[config.mk]
export PLATFORM = sky130hd
export DESIGN_NAME = crossbar_target_flat
export DESIGN_NICKNAME = d
export VERILOG_FILES = /design/src/rtl/crossbar_pkg.sv /design/src/rtl/crossbar_target_if.sv /design/src/rtl/crossbar_target_mem.sv /design/src/rtl/crossbar_target.sv /design/src/flat_wrapper.sv
export SDC_FILE = /design/constraint.sdc
export NUM_CORES = 2
export LEC_CHECK = 0
export CELL_PAD_IN_SITES_DETAIL_PLACEMENT = 1
export CELL_PAD_IN_SITES_GLOBAL_PLACEMENT = 1
export CORE_MARGIN = 8
export CORE_UTILIZATION = 40
export CTS_CLUSTER_SIZE = 20
export DETAILED_ROUTE_END_ITERATION = 12
export GPL_ROUTABILITY_DRIVEN = 1
export HOLD_SLACK_MARGIN = 0.1
export PLACE_DENSITY = 0.59
export SYNTH_ARGS = -nofsm -noshare
export SYNTH_HDL_FRONTEND = slang
export SYNTH_SLANG_ARGS = --single-unit
[constraint.sdc]
create_clock -name clk -period 6.1 [get_ports clk]
set_input_delay 1.22 -clock clk [delete_from_list [all_inputs] [get_ports clk]]
set_output_delay 1.22 -clock clk [all_outputs]
set_load 0.05 [all_outputs]
[src/rtl/crossbar_pkg.sv]
// crossbar_pkg: widths, command codes and target state encoding shared by the crossbar blocks
package crossbar_pkg;

    localparam int unsigned ADDR_W = 32;
    localparam int unsigned DATA_W = 32;

    localparam logic CMD_READ  = 1'b0;
    localparam logic CMD_WRITE = 1'b1;

    // 2'd3 is unused and recovers to IDLE
    typedef enum logic [1:0] {
        IDLE = 2'd0,
        WAIT = 2'd1,
        RESP = 2'd2
    } state_e;

endpackage

[src/rtl/crossbar_target_if.sv]
// crossbar_target_if: arbiter-to-target request/response bundle
interface crossbar_target_if;
    import crossbar_pkg::*;

    logic              req;
    logic              cmd;
    logic [ADDR_W-1:0] addr;
    logic [DATA_W-1:0] wdata;
    logic              ack;
    logic [DATA_W-1:0] rdata;
    logic              err;
    logic              busy;

    modport master (output req, cmd, addr, wdata, input ack, rdata, err, busy);
    modport slave  (input req, cmd, addr, wdata, output ack, rdata, err, busy);

endinterface

[src/rtl/crossbar_target_mem.sv]
// crossbar_target_mem: single-port synchronous RAM with one-cycle registered read, no reset
module crossbar_target_mem
    import crossbar_pkg::*;
#(
    parameter int unsigned DEPTH_LOG2 = 6
) (
    input  logic                  clk,
    input  logic                  en,
    input  logic                  we,
    input  logic [DEPTH_LOG2-1:0] idx,
    input  logic [DATA_W-1:0]     wdata,
    output logic [DATA_W-1:0]     rdata
);

    logic [DATA_W-1:0] mem_q [2**DEPTH_LOG2];
    logic [DATA_W-1:0] rdata_q;

    // Write or read the addressed word when enabled; read data holds otherwise
    always_ff @(posedge clk) begin
        if (en) begin
            if (we) mem_q[idx] <= wdata;
            else    rdata_q    <= mem_q[idx];
        end
    end

    assign rdata = rdata_q;

endmodule

[src/rtl/crossbar_target.sv]
// crossbar_target: word-addressed RAM responder with fixed latency behind one crossbar arbiter
module crossbar_target
    import crossbar_pkg::*;
#(
    parameter int unsigned SLAVE_ID   = 0,
    parameter int unsigned DEPTH_LOG2 = 6,
    parameter int unsigned LATENCY    = 2
) (
    input  logic             clk,
    input  logic             rst_n,
    crossbar_target_if.slave bus
);

    localparam logic [3:0] LAT_M1 = (LATENCY == 0) ? 4'd0 : 4'(LATENCY - 1);

    state_e            state_q;
    logic [3:0]        cnt_q;
    logic              cmd_q;
    logic [ADDR_W-1:0] addr_q;
    logic [DATA_W-1:0] wdata_q;
    logic              ack_q;
    logic              err_q;
    logic              rd_q;
    logic              busy_q;

    logic [ADDR_W-1:0] dec_addr;
    logic              dec_cmd;
    logic              hit;
    logic              go_resp;
    logic              wr_slot;
    logic              mem_en;
    logic [DATA_W-1:0] mem_rdata;
    logic              unused_lsb;

    // In IDLE the live inputs are decoded so a zero-latency read can hit the RAM in the capture cycle
    assign dec_addr   = (state_q == IDLE) ? bus.addr : addr_q;
    assign dec_cmd    = (state_q == IDLE) ? bus.cmd  : cmd_q;
    assign hit        = (dec_addr[ADDR_W-1] == SLAVE_ID[0]) && ~|dec_addr[ADDR_W-2:DEPTH_LOG2+2];
    assign go_resp    = (state_q == WAIT && cnt_q == 4'd0) || (state_q == IDLE && bus.req && LATENCY == 0);
    assign wr_slot    = (state_q == RESP) && (cmd_q == CMD_WRITE);
    assign mem_en     = hit && ((go_resp && dec_cmd == CMD_READ) || wr_slot);
    assign unused_lsb = ^dec_addr[1:0];

    crossbar_target_mem #(.DEPTH_LOG2(DEPTH_LOG2)) u_mem (
        .clk   (clk),
        .en    (mem_en),
        .we    (wr_slot),
        .idx   (dec_addr[DEPTH_LOG2+1:2]),
        .wdata (wdata_q),
        .rdata (mem_rdata)
    );

    // Sequencer: capture in IDLE, count down in WAIT, present a one-cycle response in RESP
    always_ff @(posedge clk or negedge rst_n) begin
        if (!rst_n) begin
            state_q <= IDLE;
            cnt_q   <= 4'd0;
            cmd_q   <= CMD_READ;
            addr_q  <= '0;
            wdata_q <= '0;
            ack_q   <= 1'b0;
            err_q   <= 1'b0;
            rd_q    <= 1'b0;
            busy_q  <= 1'b0;
        end else begin
            ack_q <= go_resp;
            err_q <= go_resp && !hit;
            rd_q  <= go_resp && hit && dec_cmd == CMD_READ;
            case (state_q)
                IDLE: begin
                    if (bus.req) begin
                        cmd_q   <= bus.cmd;
                        addr_q  <= bus.addr;
                        wdata_q <= bus.wdata;
                        cnt_q   <= LAT_M1;
                        state_q <= (LATENCY == 0) ? RESP : WAIT;
                        busy_q  <= 1'b1;
                    end
                end
                WAIT: begin
                    if (cnt_q == 4'd0) state_q <= RESP;
                    else               cnt_q   <= cnt_q - 4'd1;
                end
                default: begin
                    state_q <= IDLE;
                    busy_q  <= 1'b0;
                end
            endcase
        end
    end

    assign bus.ack   = ack_q;
    assign bus.err   = err_q;
    assign bus.busy  = busy_q;
    assign bus.rdata = rd_q ? mem_rdata : '0;

endmodule
[src/flat_wrapper.sv]
// flat-port wrapper written by rule: the top's interface ports become plain ports
module crossbar_target_flat import crossbar_pkg::*;
#(
    parameter int unsigned SLAVE_ID   = 0,
    parameter int unsigned DEPTH_LOG2 = 6,
    parameter int unsigned LATENCY    = 2
)
  (clk, rst_n, bus_req, bus_cmd, bus_addr, bus_wdata, bus_ack, bus_rdata, bus_err, bus_busy);
  crossbar_target_if bus_i ();
  input  logic clk;
  input  logic rst_n;
  input wire logic [$bits(bus_i.req)-1:0] bus_req;
  input wire logic [$bits(bus_i.cmd)-1:0] bus_cmd;
  input wire logic [$bits(bus_i.addr)-1:0] bus_addr;
  input wire logic [$bits(bus_i.wdata)-1:0] bus_wdata;
  output wire logic [$bits(bus_i.ack)-1:0] bus_ack;
  output wire logic [$bits(bus_i.rdata)-1:0] bus_rdata;
  output wire logic [$bits(bus_i.err)-1:0] bus_err;
  output wire logic [$bits(bus_i.busy)-1:0] bus_busy;
  assign bus_i.req = bus_req;
  assign bus_i.cmd = bus_cmd;
  assign bus_i.addr = bus_addr;
  assign bus_i.wdata = bus_wdata;
  assign bus_ack = bus_i.ack;
  assign bus_rdata = bus_i.rdata;
  assign bus_err = bus_i.err;
  assign bus_busy = bus_i.busy;
  crossbar_target #(.SLAVE_ID(SLAVE_ID), .DEPTH_LOG2(DEPTH_LOG2), .LATENCY(LATENCY)) u_core (.clk(clk), .rst_n(rst_n), .bus(bus_i));
endmodule
Word level (Yosys, flattened, before mapping)
Memory sizes are Yosys's and may differ from the RTL's. A register that Yosys moved wholly into a read port is not among the register bits.
Index checks and enable logic that the tools add are counted.
{ "word_totals": {"regBits": 75, "latchBits": 0, "mem_bits_rw": 2048, "romBits": 0, "output_inout_bits": 35, "n_memories": 1} }
{ "mem_list": {"columns": ["name", "depth", "word_bits", "rd", "rd_ports_with_merged_regs", "wr", "line", "text"], "rows": [
  ["u_core.u_mem.mem_q", 64, 32, 1, 1, 1, "crossbar_target_mem.sv:15", "logic [DATA_W-1:0] mem_q [2**DEPTH_LOG2];"]
]} }
{ "classes": {"n_addsub": 1, "mul": 0, "n_div": 0, "order_cmp": 0, "n_eq_ne": 5, "shifts": 0, "mux": 14, "bitwise_logic": 4, "reduce_logical": 20} }
{ "op_table": {"columns": ["cell", "n"], "rows": [
  ["$mux W32", 2],
  ["$reduce_or A23 Y1", 1],
  ["$logic_and A1 B1 Y1", 8],
  ["$mux W4", 2],
  ["$pmux W4 S2", 1],
  ["$reduce_and A2 Y1", 4],
  ["$ne A2 B2 Y1 const B", 3],
  ["$mux W1", 5],
  ["$logic_not A4 Y1", 1],
  ["$mux W2", 2],
  ["$not A1 Y1", 4],
  ["$pmux W2 S2", 1],
  ["$sub A4 B1 Y4 const B", 1],
  ["$reduce_and A3 Y1", 1],
  ["$eq A2 B1 Y1 const B", 1],
  ["$eq A2 B2 Y1 const B", 1],
  ["$logic_not A1 Y1", 2],
  ["$logic_not A2 Y1", 1],
  ["$pmux W1 S2", 1],
  ["$reduce_bool A2 Y1", 1],
  ["$logic_or A1 B1 Y1", 1]
]} }

Depth between registers and ports, before layout
{ "depth": {"word_depth": 8, "depth_mapped": 12} }

Hierarchy
From an unflattened synthesis, not the netlist that was laid out.
{ "hier_totals": {"hier_cells": 4676, "hier_area_um2": 81772.2} }
{ "modules_own_cells": {"columns": ["module", "n_inst", "cells_each", "area_per_inst_um2", "seq_area_each_um2"], "rows": [
  ["crossbar_target_mem", 1, 4436, 78496.5, 62459.9],
  ["crossbar_target", 1, 240, 3275.6, 1826.8]
]} }

Least setup slack after synthesis
No wires, ideal clock.
{ "synth_timing": {"path_type": "reg2reg", "startpoint": "register u_core.state_q[1]", "endpoint": "register u_core.u_mem.rdata_q[0], in the netlist u_core.u_mem.rdata[0], read port of u_core.u_mem.mem_q, enable pin", "setup_time_ns": 0.502, "arrival_ns": 4.174, "required_time_ns": 5.598, "setup_slack_ns": 1.425, "stages_incl_launch_ff": 6, "period_less_slack_ns": 4.675, "path_cell_list": "dfrtp_1 > buf_6 > buf_6 > nor2b_1 > nand3_1 > nor4_1"} }
{ "synth_via": {"elab_chain_len": 7, "elab_cells_between_ends": 17, "classes_between": "eq/ne (2); mux (2); bitwise (3); reduce/logical (10)"} }
{ "synth_rtl": {"columns": ["element", "line", "text"], "rows": [
  ["from (decl)", "crossbar_target.sv:16", "state_e state_q;"],
  ["from (signal assigned)", "crossbar_target.sv:76", "state_q <= (LATENCY == 0) ? RESP : WAIT;"],
  ["$logic_not A2 Y1", "crossbar_target.sv:36, crossbar_target.sv:37", null],
  ["$mux W32 or $mux W1 (tied branches)", "crossbar_target.sv:36, crossbar_target.sv:37", null],
  ["$reduce_or A23 Y1 or $not A1 Y1 (tied branches)", "crossbar_target.sv:38, crossbar_target.sv:41", null],
  ["$logic_not A1 Y1 or $logic_and A1 B1 Y1 (tied branches)", "crossbar_target.sv:38, crossbar_target.sv:41", null],
  ["$logic_and A1 B1 Y1 or $logic_or A1 B1 Y1 (tied branches)", "crossbar_target.sv:38, crossbar_target.sv:41", null],
  ["$logic_and A1 B1 Y1", "crossbar_target.sv:41", "assign mem_en = hit && ((go_resp && dec_cmd == CMD_READ) || wr_slot);"],
  ["$reduce_and A2 Y1 (no line)", null, null],
  ["to (decl)", "crossbar_target_mem.sv:16", "logic [DATA_W-1:0] rdata_q;"]
]} }
Several ways; a longest one is shown, not always the timed one.
A chain may end at the register's enable or synchronous reset.

Worst setup path in the final report
{ "layout_timing": {"startpoint": "input port bus_addr[2]", "endpoint": "register u_core.u_mem.rdata_q[19], in the netlist u_core.u_mem.rdata[19], read port of u_core.u_mem.mem_q (data pin)"} }
{ "layout_via": {"elab_chain_len": 1} }
{ "layout_rtl": {"columns": ["element", "line", "text"], "rows": [
  ["from (decl)", "flat_wrapper.sv:14", "input wire logic [$bits(bus_i.addr)-1:0] bus_addr;"],
  ["$mux W32", "crossbar_target.sv:36", "assign dec_addr = (state_q == IDLE) ? bus.addr : addr_q;"]
]} }
Every way passes these cells.

==> impl_metrics.tcl <==
set metrics [dict create \
    run_status "finished, final reports clean" \
    vias_per_cell 6.119 \
    synth_edf_count 2080 \
    synthAdderAreaFrac_pct 0.01551 \
    crit_required_ns 6.68 \
    rows 165 \
    start_util_pct 40.08 \
    synth_compound_area_share_pct 10.73 \
    setup_viol 0 \
    synth_area_um2 80680 \
    end_kind "flip-flop" \
    coreArea_um2 201300 \
    ys_ff_latch 2153 \
    vias 46576 \
    syn_avg_cell_area_um2 18.14 \
    multi_input_area_um2 15590 \
    worstSetupPathType "primary input to flip-flop" \
    post-place-cells 7203 \
    drcViolationCount 0 \
    synth-xor-area-share_pct 0.02171 \
    max_freq_mhz 213.4 \
    drt_iter0_markers 5735 \
    grt_start_max_net_pins 66 \
    fin_crit_sh_pct 76.81 \
    antenna_left 0 \
    io_pins 103 \
    p_per_area_nw_per_um2 471.3 \
    antenna_found_initial 6 \
    synth_mux_area_share_pct 4.921 \
    fin_tns_setup_ns 0 \
    leakagePower_nw 29.66 \
    ys_types 72 \
    ctsResizeCount 0 \
    clock_latency_ns 0.87 \
    routed_wl_um 272900 \
    yosys_most_used_dff "edfxtp_1" \
    io_buffer_count 100 \
    synthCells 4448 \
    crit_fanout 16 \
    cts_max_level 4 \
    hpwl_um 158600 \
    seqCellArea_um2 64330 \
    cts_buffers 219 \
    nFillCells 18799 \
    layout_setup_ws_ns 1.414 \
    post_cts_buffers 0 \
    grt_pass1_wl_um 376700 \
    die_x_um 465.1 \
    wl_per_cell_um 35.85 \
    yosys_warnings 0 \
    final_nets 4821 \
    holdCritPathClass "primary input to asynchronous set/reset pin" \
    yosys.area_share.simple_pct 2.846 \
    worstMarginPinSlew_ns 1.365 \
    worstSetupStartpointType "primary input" \
    cts_tree "built" \
    grt-ovfl-total 0 \
    place_congestion 0.8087 \
    clk_path_buf_depth 3 \
    finalHoldViolations 0 \
    dr.pass1.iters 9 \
    synthArstFlopShare_pct 3.391 \
    grt_pass1_vias 47641 \
    cts-root-buf "clkbuf_16" \
    worstPathArrival_ns 5.26 \
    clk_pin_slew_ns 0.06 \
    ys_seq_area_share_pct 79.68 \
    fin_skew_ns 0.03567 \
    clock-sinks 2153 \
    max-slew-margin-rel_pct 8.985 \
    design.die.area_um2 216300 \
    area_growth_pct 16.31 \
    cap_viol_max_count 0 \
    die_h_um 465.1 \
    synth_top_family_by_area "compound AO/OA/AOI/OAI gates" \
    drv_slew 0 \
    pre_cts_slack_ns 0.6120 \
    rsz0062_at_grt "no" \
    fin_cells 7612 \
    vdd_ir_drop_max_mv 0.4729 \
    track_usage_pct 24.45 \
    postCtsHoldBufs 0 \
    final_layout_size_suffix_gt1_share_pct 16.07 \
    fin_crit_ns 4.686 \
    syn_nets 4517 \
]
## cells in the final DEF, fill, tap and decap left out, types with 40 or more instances in the layout
| cell type | instances |
|---|---|
| clkbuf_16 | 220 |
| clkbuf_1 | 64 |
| a31oi_1 | 158 |
| nand2_1 | 237 |
| a22o_1 | 76 |
| a21oi_1 | 54 |
| clkdlybuf4s50_1 | 98 |
| buf_12 | 60 |
| a221oi_1 | 90 |
| o221ai_1 | 49 |
| nor2_4 | 65 |
| buf_4 | 207 |
| nor2_1 | 40 |
| o22a_1 | 40 |
| edfxtp_1 | 2080 |
| mux2_2 | 101 |
| clkinv_1 | 59 |
| mux2i_1 | 274 |
| a222oi_1 | 129 |
| a22oi_1 | 394 |
## critical path, cell delays in order
cell and delay (ns):
clkdlybuf4s50_1 0.60, nand4bb_1 0.52, buf_4 0.27, a21boi_4 1.00, buf_12 0.27, o22a_1 0.15, a31oi_1 0.18, a2111oi_0 0.85
nand3_1 0.16
## final timing paths
path                                    from                endpoint  slack [ns]  cells past startpoint
setup / recovery                 bus_addr[2]  u_core.u_mem.rdata[19]        1.41                      9
hold / removal                         rst_n       u_core.addr_q[30]        0.30                      1
setup reg to reg           u_core.state_q[1]  u_core.u_mem.rdata[19]        1.54                      8
hold reg to reg            u_core.addr_q[24]       u_core.addr_q[24]        0.48                      2
max in group asynchronous              rst_n        u_core.addr_q[3]        4.72                      2
min in group clk           u_core.addr_q[24]       u_core.addr_q[24]        0.48                      2
## sequential cells by signal (all words and copies together) (netlist names)
name / cells
u_core.state_q: 2
u_core.cnt_q: 4
u_core.bus.ack: 1
u_core.cmd_q: 1
u_core.rd_q: 1
u_core.bus.err: 1
u_core.wdata_q: 32
u_core.u_mem.rdata: 32
u_core.bus.busy: 1
u_core.u_mem.mem_q: 2048
u_core.addr_q: 30
## stage by stage
stage	cell area (um2)	hold slack [ns]	power, mW	utilization (%)
floorplan	80680	0.4460	25.97	-
global placement	87030	0.4640	31.45	43.24
detailed placement	87030	0.4689	31.68	43.24
CTS	93820	0.2560	44.43	46.61
global route	93830	0.2785	45.53	46.62
finish	93840	0.3010	44.23	46.62
## area by class of cell
class | count | share of cell area, %
clock inverters | 111 | 0.9987
clock buffers | 292 | 6.240
diodes | 6 | 0.01600
multi-input cells | 2006 | 16.62
inverters | 6 | 0.02400
flip-flops and latches | 2153 | 68.56
well taps | 2672 | 3.563
repair buffers | 366 | 3.987
## synth_stat cells (all sizes together) (18+ instances only)
| library cell | count | area, um2 |
|---|---|---|
| edfxtp | 2080 | 62460 |
| a22oi | 394 | 2958 |
| mux2i | 274 | 2743 |
| nand2 | 245 | 922.1 |
| buf | 192 | 1076 |
| a31oi | 158 | 988.5 |
| a222oi | 129 | 1291 |
| nor2 | 107 | 404.1 |
| mux2 | 104 | 1182 |
| a221oi | 92 | 818.3 |
| clkbuf | 91 | 342.8 |
| a22o | 76 | 665.6 |
| dfrtp | 73 | 1827 |
| a21oi | 54 | 270.3 |
| o221ai | 49 | 429.2 |
| o22a | 40 | 350.3 |
| o22ai | 40 | 297.8 |
| and2 | 37 | 231.5 |
| nand3 | 36 | 180.2 |
| o21ai | 32 | 167.7 |
| nand4 | 26 | 162.7 |
| nor4 | 20 | 125.1 |
| a2111oi | 18 | 161.4 |
## routing by layer
metal | track usage (%) | up-vias | part of all wire, %
met4 | 8.390 | 0 | 3.8
met3 | 3.784 | 450 | 6.7
met5 | 0 | - | 0
met1 | 32.42 | 24955 | 41
met2 | 41.26 | 1955 | 49
li1 | - | 19216 | -
## logic make-up after synthesis
kind of cell             after synthesis
adder cells (fa/ha/maj)                1
AND/OR/NAND/NOR                      512
AO/OA/AOI/OAI                       1111
multiplexers                         380
flip-flops                          2153
buffers and inverters                289
XOR/XNOR                               2
## power breakdown
group	internal (mW)	leakage, nW	switching, mW
registers	18.5	19.7	1.35
logic	3.68	6.67	7.85
clock network	7.12	3.27	5.70
(Power assumes the default switching activity.)
